===== src/rtl/result_pkg.sv =====
// Shared widths and types for the result buffer and its consumers.
package result_pkg;
    localparam int RESULT_W   = 3;
    localparam int FIFO_DEPTH = 4;

    typedef logic [RESULT_W-1:0] result_t;
endpackage


===== src/rtl/result_fifo_mem.sv =====
// DEPTH x WIDTH storage: one synchronous write port, one asynchronous read port.
// Contents are deliberately not reset.
module result_fifo_mem #(
    parameter int WIDTH = 3,
    parameter int DEPTH = 4,
    parameter int PW    = $clog2(DEPTH)
) (
    input  logic             clk,
    input  logic             we,
    input  logic [PW-1:0]    waddr,
    input  logic [WIDTH-1:0] wdata,
    input  logic [PW-1:0]    raddr,
    output logic [WIDTH-1:0] rdata
);
    logic [WIDTH-1:0] mem_q [DEPTH];

    always_ff @(posedge clk) begin
        if (we) mem_q[waddr] <= wdata;
    end

    assign rdata = mem_q[raddr];
endmodule


===== src/rtl/result_fifo.sv =====
// First-word fall-through result buffer with sticky overflow flag.
// Define RESULT_FIFO_STATS_EN to add pop_sum / pop_cnt statistics outputs.
module result_fifo
    import result_pkg::*;
#(
    parameter int WIDTH = RESULT_W,
    parameter int DEPTH = FIFO_DEPTH
) (
    input  logic                       clk,
    input  logic                       reset,
    input  logic [WIDTH-1:0]           in_data,
    input  logic                       in_valid,
    output logic                       in_ready,
    output logic [WIDTH-1:0]           out_data,
    output logic                       out_valid,
    input  logic                       out_ready,
    output logic [$clog2(DEPTH):0]     count,
    output logic                       full,
    output logic                       empty,
`ifdef RESULT_FIFO_STATS_EN
    output logic [7:0]                 pop_sum,
    output logic [7:0]                 pop_cnt,
`endif
    output logic                       overflow
);
    localparam int PW = $clog2(DEPTH);
    localparam int CW = PW + 1;

    logic [PW-1:0] wr_ptr_q, wr_ptr_d, rd_ptr_q, rd_ptr_d;
    logic [CW-1:0] count_q, count_d;
    logic          overflow_q, overflow_d;
    logic          push, pop;

    assign full      = (count_q == CW'(DEPTH));
    assign empty     = (count_q == '0);
    assign in_ready  = !full;
    assign out_valid = !empty;
    assign count     = count_q;
    assign overflow  = overflow_q;

    // A dropped write freezes the whole buffer for that edge, including a pop.
    assign push = in_valid && !full;
    assign pop  = out_ready && !empty && !(in_valid && full);

    always_comb begin
        wr_ptr_d   = wr_ptr_q;
        rd_ptr_d   = rd_ptr_q;
        count_d    = count_q;
        overflow_d = overflow_q || (in_valid && full);
        if (push) wr_ptr_d = wr_ptr_q + 1'b1;
        if (pop)  rd_ptr_d = rd_ptr_q + 1'b1;
        case ({push, pop})
            2'b10:   count_d = count_q + 1'b1;
            2'b01:   count_d = count_q - 1'b1;
            default: count_d = count_q;
        endcase
    end

    always_ff @(posedge clk or posedge reset) begin
        if (reset) begin
            wr_ptr_q   <= '0;
            rd_ptr_q   <= '0;
            count_q    <= '0;
            overflow_q <= 1'b0;
        end else begin
            wr_ptr_q   <= wr_ptr_d;
            rd_ptr_q   <= rd_ptr_d;
            count_q    <= count_d;
            overflow_q <= overflow_d;
        end
    end

    result_fifo_mem #(
        .WIDTH (WIDTH),
        .DEPTH (DEPTH)
    ) u_mem (
        .clk   (clk),
        .we    (push),
        .waddr (wr_ptr_q),
        .wdata (in_data),
        .raddr (rd_ptr_q),
        .rdata (out_data)
    );

`ifdef RESULT_FIFO_STATS_EN
    logic [7:0] pop_sum_q, pop_sum_d, pop_cnt_q, pop_cnt_d;
    logic [8:0] sum_ext;

    always_comb begin
        sum_ext   = {1'b0, pop_sum_q} + 9'(out_data);
        pop_sum_d = pop_sum_q;
        pop_cnt_d = pop_cnt_q;
        if (pop) begin
            pop_sum_d = sum_ext[8] ? 8'hFF : sum_ext[7:0];
            pop_cnt_d = pop_cnt_q + 8'd1;
        end
    end

    always_ff @(posedge clk or posedge reset) begin
        if (reset) begin
            pop_sum_q <= '0;
            pop_cnt_q <= '0;
        end else begin
            pop_sum_q <= pop_sum_d;
            pop_cnt_q <= pop_cnt_d;
        end
    end

    assign pop_sum = pop_sum_q;
    assign pop_cnt = pop_cnt_q;
`endif
endmodule


===== config.mk =====
export PLATFORM = sky130hd
export DESIGN_NAME = result_fifo
export DESIGN_NICKNAME = d
export VERILOG_FILES = /design/src/rtl/result_pkg.sv /design/src/rtl/result_fifo_mem.sv /design/src/rtl/result_fifo.sv
export SDC_FILE = /design/constraint.sdc
export NUM_CORES = 1
export LEC_CHECK = 0
export CORE_MARGIN = 5
export CORE_UTILIZATION = 52
export CTS_BUF_LIST = sky130_fd_sc_hd__clkbuf_4
export DETAILED_ROUTE_END_ITERATION = 10
export GPL_ROUTABILITY_DRIVEN = 0
export PLACE_DENSITY = 0.77
export SYNTH_ARGS = -nofsm -noshare
export SYNTH_HDL_FRONTEND = slang
export SYNTH_SLANG_ARGS = --single-unit

===== constraint.sdc =====
create_clock -name clk -period 2.6 [get_ports clk]
set_clock_uncertainty 0.2 [all_clocks]
set_input_delay 0.52 -clock clk [delete_from_list [all_inputs] [get_ports clk]]
set_output_delay 0.52 -clock clk [all_outputs]
set_load 0.02 [all_outputs]

## Word level (Yosys, flattened, before mapping)

Memory sizes are Yosys's and may differ from the RTL's.
Cells that the tools add are included.

| storage, ports and cells | value |
|---|---|
| flip-flop bits (word level) | 8 |
| memory bits (writable) | 12 |
| bits of input ports | 7 |
| output and inout port bits | 11 |
| word-level logic and storage cells | 25 |
| memories | 1 |

Memories:

| name | depth | width | rd ports | clocked after Yosys merged registers in | wr ports | line | text |
|---|---|---|---|---|---|---|---|
| u_mem.mem_q | 4 | 3 | 1 | 0 | 1 | result_fifo_mem.sv:15 | `logic [WIDTH-1:0] mem_q [DEPTH];` |

| cells by class | value |
|---|---|
| add/subtract/negate cells | 4 |
| equal/unequal tests | 3 |
| multiplexer cells | 3 |
| reductions and logical operators | 10 |

Operators with widths:

| kind | count |
|---|---|
| $pmux W3 S2 | 1 |
| $add A2 B1 Y2 const B | 2 |
| $logic_and A1 B1 Y1 | 4 |
| $add A3 B1 Y3 const B | 1 |
| $eq A3 B3 Y1 const B | 1 |
| $logic_not A1 Y1 | 3 |
| $logic_not A3 Y1 | 1 |
| $sub A3 B1 Y3 const B | 1 |
| $eq A2 B1 Y1 const B | 1 |
| $eq A2 B2 Y1 const B | 1 |
| $mux W1 | 2 |
| $reduce_bool A2 Y1 | 1 |
| $logic_or A1 B1 Y1 | 1 |

## Longest topological paths before layout

| logic depth | value |
|---|---|
| depth in word-level cells | 6 |
| mapped depth | 11 |

## By module

A second synthesis with hierarchy kept.

| unflattened totals | value |
|---|---|
| cells, all modules | 54 |
| area total of the unflattened synthesis | 874.6 sq um |

Modules (own cells, without submodules):

| module | instances | cells each | area an instance (sq um) | sequential area each (sq um) |
|---|---|---|---|---|
| result_fifo_mem | 1 | 19 | 470.5 | 360.3 |
| result_fifo | 1 | 35 | 404.1 | 200.2 |

## Worst setup path after synthesis

OpenSTA, ideal clock, no wires.

| timing | value |
|---|---|
| path kind | flip-flop to flip-flop |
| start point | register count_q[1] (netlist: count[1]) |
| end point | register count_q[2] (netlist: count[2]) |
| library setup time | 0.080 ns |
| data arrival time | 2.034 ns |
| slack | 0.286 ns |
| cell stages (with the launch flop) | 12 |
| path buffers | 0 |
| period minus slack after synthesis | 2.314 ns |
| cells stage by stage | dfrtp_1 inv_1 nand3_2 inv_2 nor2b_4 inv_1 ha_1 inv_1 fa_1 xor2_1 nor2_1 xor2_1 |

| on the way | value |
|---|---|
| elaborated cells between the ends (all ways) | 15 |

RTL lines:

| what | line | text |
|---|---|---|
| start, declared | result_fifo.sv:30 | `logic [CW-1:0] count_q, count_d;` |
| start signal, assigned | result_fifo.sv:68 | `count_q <= count_d;` |
| $eq A3 B3 Y1 (*) | result_fifo.sv:34 | `assign full = (count_q == CW'(DEPTH));` |
| $logic_not A1 Y1 (*) | - |  |
| via in_ready | result_fifo.sv:13 | `output logic in_ready,` |
| $logic_and A1 B1 Y1 (*) | result_fifo.sv:42 | `assign push = in_valid && !full;` |
| $eq A2 B1 Y1 / $eq A2 B2 Y1 (equally long branches) | result_fifo.sv:52 | `case ({push, pop})` |
| $pmux W3 S2 / $reduce_bool A2 Y1 (equally long branches) | - |  |

Mark *: on every way through the listed nets, which the timed path passes. The rest lies on a longest branch.
A chain may end at the register's enable or synchronous reset.

## Worst setup path in the final report

| timing | value |
|---|---|
| start point | register rd_ptr_q[0] |
| end point | output port out_data[0] |

| on the way | value |
|---|---|
| word-level cells in the longest chain between the ends | 1 |

RTL lines:

| what | line | text |
|---|---|---|
| start, declared | result_fifo.sv:29 | `logic [PW-1:0] wr_ptr_q, wr_ptr_d, rd_ptr_q, rd_ptr_d;` |
| start signal, assigned | result_fifo.sv:67 | `rd_ptr_q <= rd_ptr_d;` |
| $mem_v2 Z4 W3 | - |  |
| end, declared | result_fifo.sv:14 | `output logic [WIDTH-1:0] out_data,` |

Every way passes these cells.

==> metrics.log <==
[metrics] final layout net count: 96
[metrics] buffers added on ports: 17
[metrics] Critical path buffers and inverters: 1
[metrics] Gate Count Post-Synth: 59
[metrics] hold-fix buffer count after cts: 0
[metrics] top cell type's share of synthesized area: 0.392
[metrics] synth unique cells: 21
[metrics] Post-Route Setup TNS: 0 ns
[metrics] maximum fanout encountered on the critical timing path: 4
[metrics] post-detailed-route DRC marker count: 0
[metrics] post-detailed-route via-to-cell ratio: 4.92
[metrics] number of top-level design ports: 18
[metrics] Compound-Gate Fraction of Synth Area: 0.0286
[metrics] area delta synth->final: 27.3%
[metrics] clock tree from TritonCTS: yes
[metrics] Max H-tree Level: 1
[metrics] via count of the first global-routing pass: 576
[metrics] sequential-to-total area share from yosys stat: 0.610
[metrics] stage delay of the slowest cell on the critical path: 0.55 ns
[metrics] via count: 526
[metrics] Met1 Routed Length: 691 um
[metrics] number of flip-flops and latches in the synthesized netlist: 20
[metrics] Setup violations, final: 0
[metrics] wire length reported by the detailed router: 1.60 mm
[metrics] routed length per instance: 14.9 um
[metrics] hold_ws: 0.256 ns
[metrics] type of the most critical hold path: in -> async
[metrics] number of antenna violations at the first check in global routing: 0
[metrics] source-to-sink clock delay at the later pin of the worst-skew pair: 0.29 ns
[metrics] Yosys Warn Count: 0
[metrics] type of element launching the critical path: flip-flop
[metrics] maximum number of buffers from clock root to sink: 2
[metrics] share of post-route cells with drive strength above 1: 0.220
[metrics] status: complete, no violations
[metrics] initial standard-cell utilization of the core: 0.538
[metrics] top cell family by delay on the critical path: buffers and inverters
[metrics] maximum number of pins on one net before global-route repair: 12
[metrics] first-pass GRT wire length: 2.70 mm
[metrics] count of clock tree sinks: 20
[metrics] syn_area_per_cell: 15.6 um2
[metrics] unrepaired setup endpoints after global routing: false
[metrics] met2 WL post-DR: 860 um
[metrics] highest routed metal layer: met3
[metrics] post-route fraction of the period consumed by the critical path: 0.963
[metrics] multiplexer fraction of the synthesized cell area: 0.101
[metrics] worst path cell trace: mux4_2 > clkdlybuf4s50_1
[metrics] Post-Synth Simple-Gate Area: 0.0721
[metrics] placeable core area: 1710 um2
[metrics] critical-path cell with the highest stage delay: sky130_fd_sc_hd__clkdlybuf4s50_1
[metrics] commonest cells after routing, fill and taps aside: sky130_fd_sc_hd__clkdlybuf4s50_1, sky130_fd_sc_hd__edfxtp_1, sky130_fd_sc_hd__inv_1, sky130_fd_sc_hd__dfrtp_1, sky130_fd_sc_hd__ha_1
[metrics] adder and majority gate portion of the synthesized area: 0.0898
[metrics] kind of critical path: reg -> out
[metrics] leakage: 0.490 nW
[metrics] VDD IR-drop max: 633 uV
[metrics] post-layout min period: 2.50 ns
[metrics] power density normalized to cell area: 1180 nW/um2
[metrics] 1st-pass router iterations: 4
[metrics] CTS clock-pin slew for the worst setup and hold paths: 0.10 ns
[metrics] dominant combinational cell family by area after synthesis: multiplexers
[metrics] final-layout fill cell count: 135
[metrics] leading area contributor after synthesis: sky130_fd_sc_hd__edfxtp_1
[metrics] clock root cell: sky130_fd_sc_hd__clkbuf_4
[metrics] Tot GR Track Use: 0.143
[metrics] routed wire length on met3: 46 um
[metrics] slew at the pin closest to its max-slew limit: 0.283 ns
[metrics] number of max-cap violations: 0
[metrics] worst rel slew slack: 0.808
[metrics] top post-synthesis cells by area: sky130_fd_sc_hd__edfxtp_1, sky130_fd_sc_hd__dfrtp_1, sky130_fd_sc_hd__mux4_2
[metrics] Max Transition Viols Final: 0
[metrics] syn_nets: 72
[metrics] Initial DRC Count: 9
[metrics] CP arrival: 1.78 ns
[metrics] number of buffers inserted during clock tree synthesis: 3
[metrics] antenna-violating nets left: 0
[metrics] final number of hold-violating endpoints: 0
[metrics] WP data required: 1.88 ns
[metrics] xor/xnor cell area share of the yosys netlist: 0.0571
[metrics] critical path capture point type: output port
[metrics] maximum operating frequency: 0.399 GHz
[metrics] row count: 15
[metrics] residual overflow from global routing: 0
[metrics] Die X-Extent: 52.1 um
[metrics] detailed placement HPWL: 1.25 mm
[metrics] die area: 2710 um2
[metrics] die extent in y: 52.1 um
[metrics] most common library cell in the layout ignoring fill and taps: sky130_fd_sc_hd__clkdlybuf4s50_1
[metrics] number of diodes: 0
[metrics] Post-Synthesis Cell Area: 920 um2
## state kept, by name, summed over array words and instances (netlist names)
name	count
count	3
overflow	1
rd_ptr_q	2
u_mem.mem_q	12
wr_ptr_q	2
## where the power goes
group | switching, W | internal (W)
registers | 0.0000973 | 0.000448
clock network | 0.0000880 | 0.0000701
logic | 0.000325 | 0.000352
total | 0.000510 | 0.000871
## metrics by stage
step	power [W]	setup WS [ns]	utilization	cells	instance area, um2
floorplan	0.000956	0.286	-	59	920
global placement	0.00121	0.0453	0.662	102	1130
detailed placement	0.00123	0.0146	0.662	102	1130
CTS	0.00139	0.0332	0.680	106	1160
global route	0.00148	0.0146	0.686	107	1170
finish	0.00138	0.0963	0.686	107	1170
## per-layer routing
metal | track usage | vias to the layer above
met1 | 0.180 | 269
met4 | 0.0917 | 0
met2 | 0.230 | 6
met5 | 0 | -
li1 | - | 251
met3 | 0.0201 | 0
## synth_stat cells
cell type / number
sky130_fd_sc_hd__o311ai_1: 1
sky130_fd_sc_hd__edfxtp_1: 12
sky130_fd_sc_hd__inv_2: 2
sky130_fd_sc_hd__inv_1: 7
sky130_fd_sc_hd__dfrtp_1: 8
sky130_fd_sc_hd__xnor2_1: 3
sky130_fd_sc_hd__nor2b_1: 1
sky130_fd_sc_hd__ha_1: 5
sky130_fd_sc_hd__mux2_4: 1
sky130_fd_sc_hd__mux2i_1: 1
sky130_fd_sc_hd__nor2_1: 1
sky130_fd_sc_hd__buf_2: 1
sky130_fd_sc_hd__a21o_2: 1
sky130_fd_sc_hd__nand3_2: 1
sky130_fd_sc_hd__xor2_1: 3
sky130_fd_sc_hd__nor2b_4: 1
sky130_fd_sc_hd__mux4_2: 3
sky130_fd_sc_hd__o31a_1: 1
sky130_fd_sc_hd__or3_2: 1
sky130_fd_sc_hd__fa_1: 1
sky130_fd_sc_hd__and2_1: 4
## cell type report
type,instances,area (um2),area share
Timing Repair Buffer,20,194,0.166
Multi-Input combinational cell,29,320,0.274
Inverter,9,33.8,0.0288
Sequential cell,20,562,0.480
Tap cell,25,31.3,0.0267
Clock buffer,4,30.0,0.0256
## worst paths after layout
check	to	slack, ns	startpoint	cells after the start
max	out_data[0]	0.1	rd_ptr_q[0]	2
min	count[1]	0.26	reset	2
max reg2reg	count[2]	0.43	count[0]	11
min reg2reg	overflow	0.33	overflow	1
max in group asynchronous	rd_ptr_q[0]	1.69	reset	2
min in group clk	overflow	0.33	overflow	1
## logic make-up (layout without fill, tap and decap cells)
logic type	Yosys count	count (layout)
AO/OA/AOI/OAI	3	3
XOR/XNOR	6	6
adder cells (fa/ha/maj)	6	6
buffers and inverters	10	33
flip-flops	20	20
multiplexers	5	5
AND/OR/NAND/NOR	9	9
## timing repair
item	4_1_cts	5_1_grt
setup buffers	0	1
hold endpoints to repair	0	0
gates resized for setup	2	1
endpoints found under the setup margin	4	3
pin swaps	0	0
No activity file was read; power rests on OpenSTA's default activity.
